<file path="src/rtl/priority_encoder.sv">
// priority_encoder
//   Highest-index-wins priority encoder with a registered copy of the result.
//
//   Parameters
//     WIDTH   number of request inputs (2..256)
//     OW      index width, $clog2(WIDTH)
//
//   Ports
//     clk      in   1      rising-edge clock for out_q / valid_q
//     rst_n    in   1      synchronous active-low reset of out_q / valid_q
//     en       in   1      load enable for out_q / valid_q
//     in       in   WIDTH  request vector, bit i set = request i active
//     out      out  OW     index of highest set bit (combinational), 0 when idle
//     valid    out  1      any request active (combinational)
//     onehot   out  WIDTH  one-hot mask of the winning bit (combinational)
//     out_q    out  OW     registered out
//     valid_q  out  1      registered valid
module priority_encoder #(
  parameter int WIDTH = 8,
  localparam int OW = $clog2(WIDTH)
) (
  input  logic             clk,
  input  logic             rst_n,
  input  logic             en,
  input  logic [WIDTH-1:0] in,
  output logic [OW-1:0]    out,
  output logic             valid,
  output logic [WIDTH-1:0] onehot,
  output logic [OW-1:0]    out_q,
  output logic             valid_q
);

  logic [OW-1:0]    w_idx;
  logic             w_valid;
  logic [WIDTH-1:0] w_onehot;
  logic [OW-1:0]    r_out_q;
  logic             r_valid_q;

  // Ascending scan: later (higher) set bits overwrite earlier ones, so the
  // highest set index wins. Only real bit positions are ever encoded, so
  // codes above WIDTH-1 cannot appear for non-power-of-two widths.
  always_comb begin
    w_idx    = '0;
    w_valid  = 1'b0;
    w_onehot = '0;
    for (int i = 0; i < WIDTH; i++) begin
      if (in[i]) begin
        w_idx    = OW'(i);
        w_valid  = 1'b1;
        w_onehot = WIDTH'(1) << i;
      end
    end
  end

  always_ff @(posedge clk) begin
    if (!rst_n) begin
      r_out_q   <= '0;
      r_valid_q <= 1'b0;
    end else if (en) begin
      r_out_q   <= w_idx;
      r_valid_q <= w_valid;
    end
  end

  assign out     = w_idx;
  assign valid   = w_valid;
  assign onehot  = w_onehot;
  assign out_q   = r_out_q;
  assign valid_q = r_valid_q;

endmodule

</file>
<file path="config.mk">
export PLATFORM = sky130hd
export DESIGN_NAME = priority_encoder
export DESIGN_NICKNAME = d
export VERILOG_FILES = /design/src/rtl/priority_encoder.sv
export SDC_FILE = /design/constraint.sdc
export NUM_CORES = 1
export LEC_CHECK = 0
export CORE_AREA = 2 2 39 41
export CTS_CLUSTER_DIAMETER = 40
export DETAILED_ROUTE_END_ITERATION = 6
export DIE_AREA = 0 0 41 43
export GPL_TIMING_DRIVEN = 0
export RECOVER_POWER = 25
export SKIP_CTS_REPAIR_TIMING = 1
export SLEW_MARGIN = 40
export SYNTH_ARGS = -nofsm -noshare
export SYNTH_HDL_FRONTEND = slang
export SYNTH_SLANG_ARGS = --single-unit
</file>
<file path="constraint.sdc">
create_clock -name clk -period 0.8 [get_ports clk]
set_input_delay 0.08 -clock clk [delete_from_list [all_inputs] [get_ports clk]]
set_output_delay 0.08 -clock clk [all_outputs]
set_load 0.05 [all_outputs]
</file>
==> flow_summary.yaml <==
status:
  status: "finished, violations left"
  violations: "setup timing"
worst_setup_path:
  critical_path_buf_inv_count: 3
  cp_top_family: "simple AND/OR/NAND/NOR gates"
  path_cells: "buf_8, nor4_4, buf_4, and4b_1, buf_6"
  critical_path_class: "primary input to output port"
  crit_slowest_cell: "nor4_4"
  crit_path_start_kind: "primary input"
  cp-end-kind: "output port"
  crit_required_ns: 0.72
  worstPathArrival_ns: 1.08
  startpoint: "in[4]"
  r2r_start: "valid_q"
  critPathMaxFanout: 5
  slowest_delay_ns: 0.34
global_route:
  gr-max-usage-layer: "met2"
  grt_pass1_wl_microns: 1350
  overflow: 0
  antenna_found_initial: 0
  use_met2: 0.150
  grt_max_degree: 9
  grt_pass1_vias: 365
  grt.total_usage: 0.117
  use_met1: 0.145
  use_met3: 0.0157
clocking:
  clockRootBuffer: "clkbuf_4"
  clock-sinks: 4
  path_clk_slew_ns: 0.04
  cts-htree-levels: 1
  cts_buffers: 3
  clock_latency_ns: 0.24
  clk_path_buf_depth: 2
  cts_tree: "done"
layout:
  utilization: 0.486
  instances_no_fill: 84
  mostFrequentLayoutCells: "buf_6, buf_4, buf_8"
  fillers: 138
  multiInputGateArea_sq_um: 218
  regArea_sq_um: 85.1
  nets: 81
  drive_gt1_frac: 0.735
  design_area_sq_um: 672
  layout_commonest_cell: "buf_6"
  diodes: 0
  syn2layout_area_growth_pct: 145
sta:
  finalSetupViolCount: 10
  rsz0062_at_grt: "yes"
  worstMarginPinSlew_ns: 0.298
  fin_crit_ns: 1.16
  fmax_mhz: 863
  tns_ns: -1.93
  slew_headroom: 0.800
  whs_ns: 0.200
  slew_viol_final: 0
  fin_ws_ns: -0.358
  fin_crit_sh: 1.45
  finClkSkew_ns: 0
  report.final.hold_viol_count: 0
detailed_routing:
  wirelength_microns: 962
  num_vias: 383
  dr.first_iter.drc_count: 2
  firstDrtPassIters: 2
  wl_per_cell_microns: 11.5
  drc: 0
  drtAntennaViolNets: 0
  viasPerCell: 4.56
place:
  place_area_sq_um: 579
  hpwl_microns: 672
  io_buffers: 26
  dpl_worst_slack_ns: -1.49
  placed_cells: 76
  gp_congestion: 0.699
die:
  fp.dieArea_sq_um: 1760
  die_w_microns: 41
  start_util: 0.198
  rows: 14
  die_height_microns: 43
  top_level_ports: 27
  core-area_sq_um: 1380
pwr:
  p_total_mw: 0.843
  ir_worst_vdd_v: 0.000390
  powerDensity_nw_per_um2: 1250
  p_leak_nw: 0.317
synthesis:
  synth.distinct_cells: 20
  syn_nets: 45
  syn_area_sq_um: 274
  ys_seq_area_frac: 0.292
  ys_warn_count: 0
  syn_inst: 34
  ys_ff_latch: 4
  syn_area_per_cell_sq_um: 8.06
worst_hold_path:
  hold_start: "in[6]"
  min_path_type: "primary input to flip-flop"
job:
  drv_cap: 0
==> worst paths after layout <==
check	end	slack [ns]	cells past startpoint
hold / removal	out_q[1]	0.20	3
setup reg to reg	valid_q	0.09	2
setup / recovery	onehot[0]	-0.36	5
hold reg to reg	out_q[2]	0.52	1
==> cell usage after synthesis <==
cell type | count | area (sq um)
nand3_1 | 1 | 5.00
nor4_4 | 1 | 21.3
buf_4 | 1 | 7.51
and4b_1 | 1 | 10.0
a21oi_1 | 1 | 5.00
nor2_1 | 5 | 18.8
nor4b_1 | 1 | 8.76
o21ai_0 | 4 | 20.0
or3_1 | 1 | 6.26
o211a_1 | 1 | 10.0
nor3b_2 | 1 | 12.5
and3_2 | 1 | 7.51
inv_2 | 1 | 3.75
and2_2 | 2 | 15.0
a31oi_1 | 2 | 12.5
dfxtp_1 | 4 | 80.1
nand2_1 | 3 | 11.3
nor2b_1 | 1 | 6.26
a41oi_1 | 1 | 8.76
inv_1 | 1 | 3.75
==> final cells by class <==
type / instances / area share
repair buffers: 31 / 0.460
multi-input cells: 27 / 0.324
flip-flops and latches: 4 / 0.127
clock buffers: 3 / 0.0335
well taps: 16 / 0.0298
inverters: 2 / 0.0149
plain buffers: 1 / 0.0112
==> cell families (layout without fill, tap and decap cells) <==
group,count (synthesis),in the layout,synth area share
AOI/OAI and AO/OA,9,9,0.205
and+or+nand+nor,18,18,0.447
DFF,4,4,0.292
buffers and inverters,3,37,0.0548
==> flip-flops by register name (all words and copies together), names as in the netlist <==
register and count:
valid_q 1, out_q 3
==> tightest hold or removal path, cell delays in order <==
cell     delay, ns
buf_6         0.10
nor2_1        0.07
a31oi_1       0.15
==> report_power, final <==
group          total (mW)  leakage [nW]  switching (mW)  internal, mW
Sequential          0.232        0.0343          0.0123         0.219
Clock               0.251        0.0138          0.0836         0.168
Combinational       0.360         0.269           0.206         0.153
Total               0.843         0.317           0.302         0.541
==> metal layers <==
| layer | vias to the layer above | wire length [microns] | share of wire |
|---|---|---|---|
| li1 | 191 | - | - |
| met5 | - | 0 | 0 |
| met3 | 4 | 52 | 0.054 |
| met1 | 170 | 386 | 0.40 |
| met4 | 0 | 34 | 0.035 |
| met2 | 18 | 488 | 0.51 |
No activity file was read; power rests on OpenSTA's default activity.
